[config.mk]
export PLATFORM = sky130hd
export DESIGN_NAME = morse_decoder
export DESIGN_NICKNAME = d
export VERILOG_FILES = /design/src/rtl/morse_decoder.sv
export SDC_FILE = /design/constraint.sdc
export NUM_CORES = 1
export LEC_CHECK = 0
export CAP_MARGIN = 20
export CORE_UTILIZATION = 45
export CTS_CLUSTER_SIZE = 30
export DETAILED_ROUTE_END_ITERATION = 8
export SETUP_SLACK_MARGIN = 0.02
export SYNTH_ARGS = -nofsm -noshare
export SYNTH_HDL_FRONTEND = slang
export SYNTH_SLANG_ARGS = --single-unit
[constraint.sdc]
create_clock -name clk -period 3.2 [get_ports clk]
set_clock_uncertainty 0.05 [all_clocks]
set_input_delay 0.32 -clock clk [delete_from_list [all_inputs] [get_ports clk]]
set_output_delay 0.32 -clock clk [all_outputs]
set_load 0.05 [all_outputs]
[src/rtl/morse_decoder.sv]
// Morse code decoder: times key marks/spaces in units, classifies dots and
// dashes, looks up the finished character and shows it on a 7-seg digit.
module morse_decoder #(
    parameter int UNIT_CYCLES      = 25000000,
    parameter int DASH_UNITS       = 2,
    parameter int LETTER_GAP_UNITS = 3,
    parameter int WORD_GAP_UNITS   = 7
) (
    input  logic       clk,
    input  logic       rst,
    input  logic       key,
    output logic [5:0] char_code,
    output logic       char_valid,
    output logic       overflow,
    output logic [6:0] hex0
);

    localparam int PRESC_W = (UNIT_CYCLES > 2) ? $clog2(UNIT_CYCLES) : 1;
    localparam int UNIT_W  = $clog2(WORD_GAP_UNITS + 1);

    localparam logic [PRESC_W-1:0] PRESC_LAST      = PRESC_W'(UNIT_CYCLES - 1);
    localparam logic [UNIT_W-1:0]  UNITS_SAT       = UNIT_W'(WORD_GAP_UNITS);
    localparam logic [UNIT_W-1:0]  UNITS_LETTER_M1 = UNIT_W'(LETTER_GAP_UNITS - 1);
    localparam logic [UNIT_W-1:0]  UNITS_WORD_M1   = UNIT_W'(WORD_GAP_UNITS - 1);

    localparam logic [5:0] CODE_SPACE   = 6'd36;
    localparam logic [5:0] CODE_UNKNOWN = 6'd63;
    localparam logic [2:0] MAX_SYMBOLS  = 3'd5;
    localparam logic [2:0] OVF_COUNT    = 3'd6;

    typedef enum logic [1:0] {
        IDLE,
        MARK,
        SPACE
    } state_t;

    state_t              state;
    logic [PRESC_W-1:0]  prescaler;
    logic [UNIT_W-1:0]   unit_cnt;
    logic [UNIT_W-1:0]   units_next;
    logic                unit_wrap;
    logic                key_edge;
    logic                is_dash;
    logic                letter_reached;
    logic                word_reached;
    logic [4:0]          pattern;
    logic [2:0]          sym_cnt;
    logic                word_armed;
    logic [5:0]          letter_code;

    // Map a (symbol count, pattern) pair to a character code. The first
    // keyed symbol sits in the highest used bit; dash = 1.
    function automatic logic [5:0] morse_lookup(input logic [2:0] cnt,
                                                input logic [4:0] pat);
        logic [5:0] code;
        case ({cnt, pat})
            8'b001_00000: code = 6'd14;  // E .
            8'b001_00001: code = 6'd29;  // T -
            8'b010_00000: code = 6'd18;  // I ..
            8'b010_00001: code = 6'd10;  // A .-
            8'b010_00010: code = 6'd23;  // N -.
            8'b010_00011: code = 6'd22;  // M --
            8'b011_00000: code = 6'd28;  // S ...
            8'b011_00001: code = 6'd30;  // U ..-
            8'b011_00010: code = 6'd27;  // R .-.
            8'b011_00011: code = 6'd32;  // W .--
            8'b011_00100: code = 6'd13;  // D -..
            8'b011_00101: code = 6'd20;  // K -.-
            8'b011_00110: code = 6'd16;  // G --.
            8'b011_00111: code = 6'd24;  // O ---
            8'b100_00000: code = 6'd17;  // H ....
            8'b100_00001: code = 6'd31;  // V ...-
            8'b100_00010: code = 6'd15;  // F ..-.
            8'b100_00100: code = 6'd21;  // L .-..
            8'b100_00110: code = 6'd25;  // P .--.
            8'b100_00111: code = 6'd19;  // J .---
            8'b100_01000: code = 6'd11;  // B -...
            8'b100_01001: code = 6'd33;  // X -..-
            8'b100_01010: code = 6'd12;  // C -.-.
            8'b100_01011: code = 6'd34;  // Y -.--
            8'b100_01100: code = 6'd35;  // Z --..
            8'b100_01101: code = 6'd26;  // Q --.-
            8'b101_11111: code = 6'd0;   // 0 -----
            8'b101_01111: code = 6'd1;   // 1 .----
            8'b101_00111: code = 6'd2;   // 2 ..---
            8'b101_00011: code = 6'd3;   // 3 ...--
            8'b101_00001: code = 6'd4;   // 4 ....-
            8'b101_00000: code = 6'd5;   // 5 .....
            8'b101_10000: code = 6'd6;   // 6 -....
            8'b101_11000: code = 6'd7;   // 7 --...
            8'b101_11100: code = 6'd8;   // 8 ---..
            8'b101_11110: code = 6'd9;   // 9 ----.
            default:      code = CODE_UNKNOWN;
        endcase
        return code;
    endfunction

    // Active-low glyph, bit order {g,f,e,d,c,b,a}.
    function automatic logic [6:0] seg_glyph(input logic [5:0] code);
        logic [6:0] seg;
        case (code)
            6'd0:    seg = 7'b1000000;
            6'd1:    seg = 7'b1111001;
            6'd2:    seg = 7'b0100100;
            6'd3:    seg = 7'b0110000;
            6'd4:    seg = 7'b0011001;
            6'd5:    seg = 7'b0010010;
            6'd6:    seg = 7'b0000010;
            6'd7:    seg = 7'b1111000;
            6'd8:    seg = 7'b0000000;
            6'd9:    seg = 7'b0010000;
            6'd10:   seg = 7'b0001000;  // A
            6'd11:   seg = 7'b0000011;  // b
            6'd12:   seg = 7'b1000110;  // C
            6'd13:   seg = 7'b0100001;  // d
            6'd14:   seg = 7'b0000110;  // E
            6'd15:   seg = 7'b0001110;  // F
            6'd63:   seg = 7'b0111111;  // dash for unrecognised
            default: seg = 7'b1111111;  // blank
        endcase
        return seg;
    endfunction

    // Unit boundary detection and the unit count including the boundary
    // reached on this very edge, so a mark/space of N*UNIT_CYCLES cycles
    // counts as N units on the edge where it ends.
    // NOTE: every variable driven in always_comb gets a default first so no latch is inferred.
    always_comb begin
        unit_wrap  = (prescaler == PRESC_LAST);
        units_next = unit_cnt;
        if (unit_wrap && (unit_cnt != UNITS_SAT)) begin
            units_next = unit_cnt + UNIT_W'(1);
        end
    end

    // The key level is implied by the state: only MARK holds the key down.
    assign key_edge       = key ^ (state == MARK);
    assign is_dash        = (int'(units_next) >= DASH_UNITS);
    assign letter_reached = unit_wrap && (unit_cnt == UNITS_LETTER_M1);
    assign word_reached   = unit_wrap && (unit_cnt == UNITS_WORD_M1);
    assign letter_code    = morse_lookup(sym_cnt, pattern);

    // Prescaler and saturating unit counter, both restarted on each key edge.
    // NOTE: sequential state uses non-blocking assignments so every flop samples pre-edge values.
    always_ff @(posedge clk or posedge rst) begin
        if (rst) begin
            prescaler <= '0;
            unit_cnt  <= '0;
        end else if (key_edge) begin
            prescaler <= '0;
            unit_cnt  <= '0;
        end else begin
            prescaler <= unit_wrap ? '0 : prescaler + PRESC_W'(1);
            unit_cnt  <= units_next;
        end
    end

    // Decoder FSM with registered character outputs. The unit counter is not
    // cleared at letter emission, so the word gap is measured from the key
    // release that ended the character.
    always_ff @(posedge clk or posedge rst) begin
        if (rst) begin
            state      <= IDLE;
            pattern    <= '0;
            sym_cnt    <= '0;
            word_armed <= 1'b0;
            char_code  <= '0;
            char_valid <= 1'b0;
            overflow   <= 1'b0;
            hex0       <= 7'b1111111;
        end else begin
            char_valid <= 1'b0;
            case (state)
                IDLE: begin
                    if (key) begin
                        state <= MARK;
                    end else if (word_armed && word_reached) begin
                        char_code  <= CODE_SPACE;
                        hex0       <= seg_glyph(CODE_SPACE);
                        char_valid <= 1'b1;
                        word_armed <= 1'b0;
                    end
                end
                MARK: begin
                    if (!key) begin
                        state <= SPACE;
                        if (sym_cnt >= MAX_SYMBOLS) begin
                            // Extra symbol is dropped; the count parks at a
                            // value the table never matches.
                            overflow <= 1'b1;
                            sym_cnt  <= OVF_COUNT;
                        end else begin
                            pattern <= {pattern[3:0], is_dash};
                            sym_cnt <= sym_cnt + 3'd1;
                        end
                    end
                end
                SPACE: begin
                    if (letter_reached) begin
                        // Emit first; a simultaneous key rise starts a fresh mark.
                        char_code  <= letter_code;
                        hex0       <= seg_glyph(letter_code);
                        char_valid <= 1'b1;
                        word_armed <= 1'b1;
                        pattern    <= '0;
                        sym_cnt    <= '0;
                        state      <= key ? MARK : IDLE;
                    end else if (key) begin
                        state <= MARK;
                    end
                end
                default: state <= IDLE;
            endcase
        end
    end

endmodule
### Yosys cells after proc, flatten, opt, wreduce, memory -nomap -nowiden

Memory sizes are Yosys's and may differ from the RTL's.
Cells that the tools add are included.
W data, S select, Z words.

| storage, ports and cells | value |
|---|---|
| bits in registers | 54 |
| bits in latches | 0 |
| bits in writable memories | 0 |
| memory bits (read-only) | 448 |
| word-level logic and storage cells | 110 |
| memories kept | 1 |

| operators by class | value |
|---|---|
| add/subtract/negate cells | 3 |
| multiply operators | 0 |
| divide/modulo/power cells | 0 |
| $lt $le $gt $ge | 2 |
| equality and inequality tests | 47 |
| shift operators | 0 |
| mux-type cells | 34 |
| bitwise logic cells | 2 |
| reductions and logical operators | 11 |

Memories:

| memory | words | width | rd ports | clocked after Yosys merged registers in | wr ports | RTL line | source |
|---|---|---|---|---|---|---|---|
| (no name shown) | 64 | 7 | 1 | 0 | 0 | 101 | `case (code)` |

Operators by type and width:

| kind | number |
|---|---|
| $pmux W6 S36 | 1 |
| $eq A8 B8 Y1 const B | 22 |
| $eq A8 B7 Y1 const B | 12 |
| $mux W25 | 2 |
| $add A25 B1 Y25 const B | 1 |
| $eq A25 B25 Y1 const B | 1 |
| $mux W7 | 3 |
| $mux W6 | 3 |
| $eq A8 B6 Y1 const B | 2 |
| $mux W3 | 5 |
| $mux W5 | 3 |
| $pmux W7 S2 | 1 |
| $pmux W6 S2 | 1 |
| $ne A2 B2 Y1 const B | 5 |
| $pmux W5 S2 | 1 |
| $reduce_and A4 Y1 | 2 |
| $mux W1 | 7 |
| $add A3 B1 Y3 const B | 2 |
| $mux W2 | 3 |
| $pmux W2 S3 | 1 |
| $pmux W3 S2 | 1 |
| $reduce_and A3 Y1 | 2 |
| $logic_and A1 B1 Y1 | 4 |
| $pmux W1 S2 | 2 |
| other kinds (11) | 12 |

### Longest topological paths before layout

Gate-level depths: netlist of run 1.

| logic depth | value |
|---|---|
| depth after elaboration | 7 |
| mapped depth | 14 |
| gate-level depth less buffers | 11 |

### Least setup slack after synthesis of run 1

No wires, ideal clock.

| path | value |
|---|---|
| path type | flip-flop to flip-flop |
| start | reg sym_cnt[2] |
| end | reg hex0[6] |
| data arrival time | 2655 ps |
| data required time | 3070 ps |
| path slack | 415 ps |
| stages on the path, launching flop included | 15 |
| cell sequence | dfrtp_1 -> buf_6 -> and4bb_1 -> buf_6 -> nand2_2 -> a2111o_1 -> and4_4 -> buf_6 -> a21oi_2 -> inv_2 -> ha_1 -> nor3_1 -> a211oi_1 -> o21a_1 -> o22a_1 |

| between the ends | value |
|---|---|
| longest elaborated chain between the ends | 5 |

RTL lines:

| what | RTL line | source |
|---|---|---|
| start, declared | 47 | `logic [2:0] sym_cnt;` |
| start signal, assigned | 194 | `sym_cnt <= sym_cnt + 3'd1;` |
| $eq A8 B8 Y1, or another cell as far along | 56 | `case ({cnt, pat})` |
| $pmux W6 S36 (*) | 56 |  |
| $mem_v2 Z64 W7 (*) | - |  |
| $mux W7 (*) | 199 | `if (letter_reached) begin` |
| $pmux W7 S2 (*) | 173 | `case (state)` |
| end signal, assigned | 179 | `hex0 <= seg_glyph(CODE_SPACE);` |
| end signal, assigned | 202 | `hex0 <= seg_glyph(letter_code);` |
| end, declared | 15 | `output logic [6:0] hex0` |

Mark *: on every way between the ends. The rest lies on a longest branch, timed or not. The select of a mux whose other input is x is not followed.
A chain may end at the register's enable or synchronous reset.

### Final worst setup path of run 1

| path | value |
|---|---|
| start | reg sym_cnt[0] |
| end | reg hex0[6] |

Same word-level chain as after synthesis.

==> flow_metrics.tcl, run 1 <==
set metrics [dict create \
    status "completed" \
    fin_nets 463 \
    mostFrequentLayoutCells "nor2_1 (50), dfrtp_1 (45), nand2_1 (40)" \
    synth_compound_area_share_pct 18.6 \
    cts_tree "built" \
    root_buffer "clkbuf_8" \
    rr_startpoint "sym_cnt[0]" \
    post-route-min-period_ns 3.01 \
    drv_cap 0 \
    antenna_found_initial 0 \
    post-cts-setup-buffers 0 \
    synth_xor_xnor_area_share_pct 6.21 \
    vias 3144 \
    synth_top_family_by_area "simple AND/OR/NAND/NOR gates" \
    clockBufferDepth 2 \
    grt_pass1_vias 3068 \
    internal_power_mw 1.82 \
    path_clk_slew_ns 0.11 \
    layout_commonest_cell "nor2_1" \
    setup_viol_count_final 0 \
    finish.utilization_pct 53.2 \
    drive_gt1_share_pct 13.3 \
    place_area_um2 4030 \
    finalWeightedCongestion 0.905 \
    grt_pass1_wl_um 15000 \
    hold_violations 0 \
    relSlewSlack_pct 49.5 \
    synth_ff_type "dfrtp_1" \
    fp-row-count 32 \
    ys_warn_count 0 \
    fp.dieH_um 92.3 \
    cts_made_buffers 5 \
    wl_um 8770 \
    drt-initial-drc-count 123 \
    grt_max_degree 24 \
    worst_pin_slew_ns 0.756 \
    clock_latency_ns 0.31 \
    r2r_slack_ns 0.19 \
    setup_tns_ns 0 \
    cp-end-kind "flop" \
    drc_errors 0 \
    h-tree-depth 2 \
    core_area_um2 7810 \
    synth-simple-area-share_pct 28.0 \
    synthToLayoutAreaGrowth_pct 13.3 \
    io_buffers 17 \
    syn_area_um2 3670 \
    met2_usage_pct 36.0 \
    synth_adder_area_share_pct 3.75 \
    io_pins 18 \
    p_per_area_nw_per_um2 817 \
    p_seq_share_pct 26.5 \
    worstSetupPathType "reg2reg" \
    p_leak_nw 1.74 \
    cp-start-kind "flop" \
    met1_usage_pct 28.7 \
    crit_path_start "sym_cnt[0]" \
    syn-num-nets 435 \
    dp_hpwl_um 6520 \
    cts_resized 0 \
    power_frac_clock_pct 14.1 \
    r2r-end "hex0[6]" \
    max_freq_ghz 0.332 \
    synth_mux_area_share_pct 1.13 \
    synth-async-reset-ratio_pct 100 \
    p_switching_mw 1.57 \
    worst_ep_required_time_ns 3.41 \
    die-width_um 92.3 \
    antenna_left 0 \
    endpoint "hex0[6]" \
    syn-mean-instance-area_um2 8.71 \
    start_util_pct 47.0 \
    cp.arrival_ns 3.22 \
    slew_violations 0 \
    p_sw_share_pct 46.3 \
    antenna_cells 0 \
    gr-usage-met3_pct 3.73 \
    vias_per_cell 5.70 \
    cp_max_fo 12 \
    peakVddDrop_mv 0.315 \
    ys_seq_area_share_pct 37.1 \
    yosysUniqueCellTypes 68 \
    min_path_type "in2async" \
    rsz0062_at_grt "no" \
    fin_crit_sh_pct 94.2 \
    synth_edf_count 0 \
    synthCells 421 \
    track_usage_pct 21.9 \
    finish.instance_area_um2 4150 \
    drtPass1Iterations 4 \
    routedWlPerCell_um 15.9 \
    top_usage_layer "met2" \
    reg2reg_depth 12 \
    hold_buffers 0 \
    synth_seq_cells 54 \
    cts_sinks 54 \
    dieArea_um2 8510 \
    overflow 0 \
    combPwrFrac_pct 59.4 \
]
-- cells by family after synthesis --
| logic type | after synthesis |
|---|---|
| fa+ha+maj | 11 |
| compound gates | 93 |
| mux | 4 |
| flops | 54 |
| xor+xnor | 26 |
| buf+inv | 39 |
| simple gates | 194 |
-- worst min path at each step --
stage	from	endpoint	slack, ns	cells past startpoint
floorplan	prescaler[0]	prescaler[0]	0.40	1
global placement	overflow	overflow	0.41	1
detailed placement	overflow	overflow	0.42	1
CTS	rst	prescaler[19]	0.28	2
global route	rst	char_code[0]	0.30	2
finish	rst	char_code[0]	0.27	2
-- sequential cells by signal (all words and copies together) (netlist names) --
register    flops
sym_cnt         3
hex0            7
pattern         5
prescaler      25
char_valid      1
char_code       6
unit_cnt        3
word_armed      1
overflow        1
state           2
-- layer usage --
| layer | wire, um | up-vias | share of wire, % |
|---|---|---|---|
| met5 | 0 | - | 0 |
| met4 | 193 | 0 | 2.2 |
| met3 | 315 | 16 | 3.6 |
| met2 | 4180 | 75 | 48 |
| met1 | 4080 | 1485 | 47 |
| li1 | - | 1568 | - |
-- critical path, cell delays in order (launching register included) --
cell and delay, ns:
dfrtp_1 0.54, nor4b_1 0.32, buf_4 0.23, nor3_1 0.06, a2111o_1 0.38, and4_4 0.21, a21boi_4 0.21, inv_1 0.08
ha_1 0.24, nor3_1 0.21, a211oi_1 0.07, o21a_1 0.19, o22a_1 0.17
-- cell type report --
| class | count | area [um2] |
|---|---|---|
| multi-input cells | 328 | 2110 |
| inverters | 16 | 60.1 |
| fillers | 756 | 3650 |
| clock inverters | 3 | 48.8 |
| repair buffers | 44 | 373 |
| flip-flops and latches | 54 | 1360 |
| well taps | 102 | 128 |
| clock buffers | 5 | 68.8 |
-- synthesized netlist by cell type (5+ instances only) --
cell type  instances  area (um2)
xor2_1            17         149
nand4_1           10        62.6
inv_1             13        48.8
ha_1              11         138
nor4bb_1           5        50.1
clkbuf_1           6        22.5
dfstp_2            7         184
xnor2_1            9        78.8
a31oi_1            7        43.8
nand2b_1           5        31.3
and2_1             6        37.5
nand2_1           40         150
nor3_1             9        45.0
o31ai_1            5        37.5
a21oi_1           21         105
o21ai_0           13        65.1
buf_2             13        65.1
nand3_1           23         115
nor2_1            50         188
dfrtp_1           47        1180
and3_1             9        56.3
nor2b_1           11        68.8
nor4b_1            5        43.8
-- power groups by stage --
stage,logic [mW],clock network [mW],registers (mW)
after detailed placement,1.99,0,0.909
after floorplan,1.55,0,0.836
after global placement,1.96,0,0.907
after global routing,2.21,0.521,0.918
after CTS,2.01,0.497,0.896
final,2.02,0.479,0.901
-- metrics by stage --
stage	hold WS (ns)	instances	setup slack (ns)	total power [mW]
6_report	0.271	552	0.186	3.40
5_1_grt	0.300	552	0.0390	3.65
4_1_cts	0.281	552	0.118	3.40
3_5_place_dp	0.417	544	0.126	2.90
3_3_place_gp	0.415	544	0.232	2.87
2_1_floorplan	0.397	421	0.415	2.38
(Power assumes the default switching activity.)
==> run 2: changes to the inputs <==
--- a/config.mk
+++ b/config.mk
@@ -5,6 +5,7 @@
 export SDC_FILE = /design/constraint.sdc
 export NUM_CORES = 1
 export LEC_CHECK = 0
+export ABC_CLOCK_PERIOD_IN_PS = 3200
 export CAP_MARGIN = 20
 export CORE_UTILIZATION = 45
 export CTS_CLUSTER_SIZE = 30
==> results of run 2 <==
The final DEF is identical to that of run 1; final timing and power are the same.
==> run 3: changes to the inputs <==
--- a/config.mk
+++ b/config.mk
@@ -11,6 +11,7 @@
 export CTS_CLUSTER_SIZE = 30
 export DETAILED_ROUTE_END_ITERATION = 8
 export SETUP_SLACK_MARGIN = 0.02
+export SKIP_CTS_REPAIR_TIMING = 1
 export SYNTH_ARGS = -nofsm -noshare
 export SYNTH_HDL_FRONTEND = slang
 export SYNTH_SLANG_ARGS = --single-unit
==> results of run 3 <==
The final DEF is identical to that of run 1; final timing and power are the same.
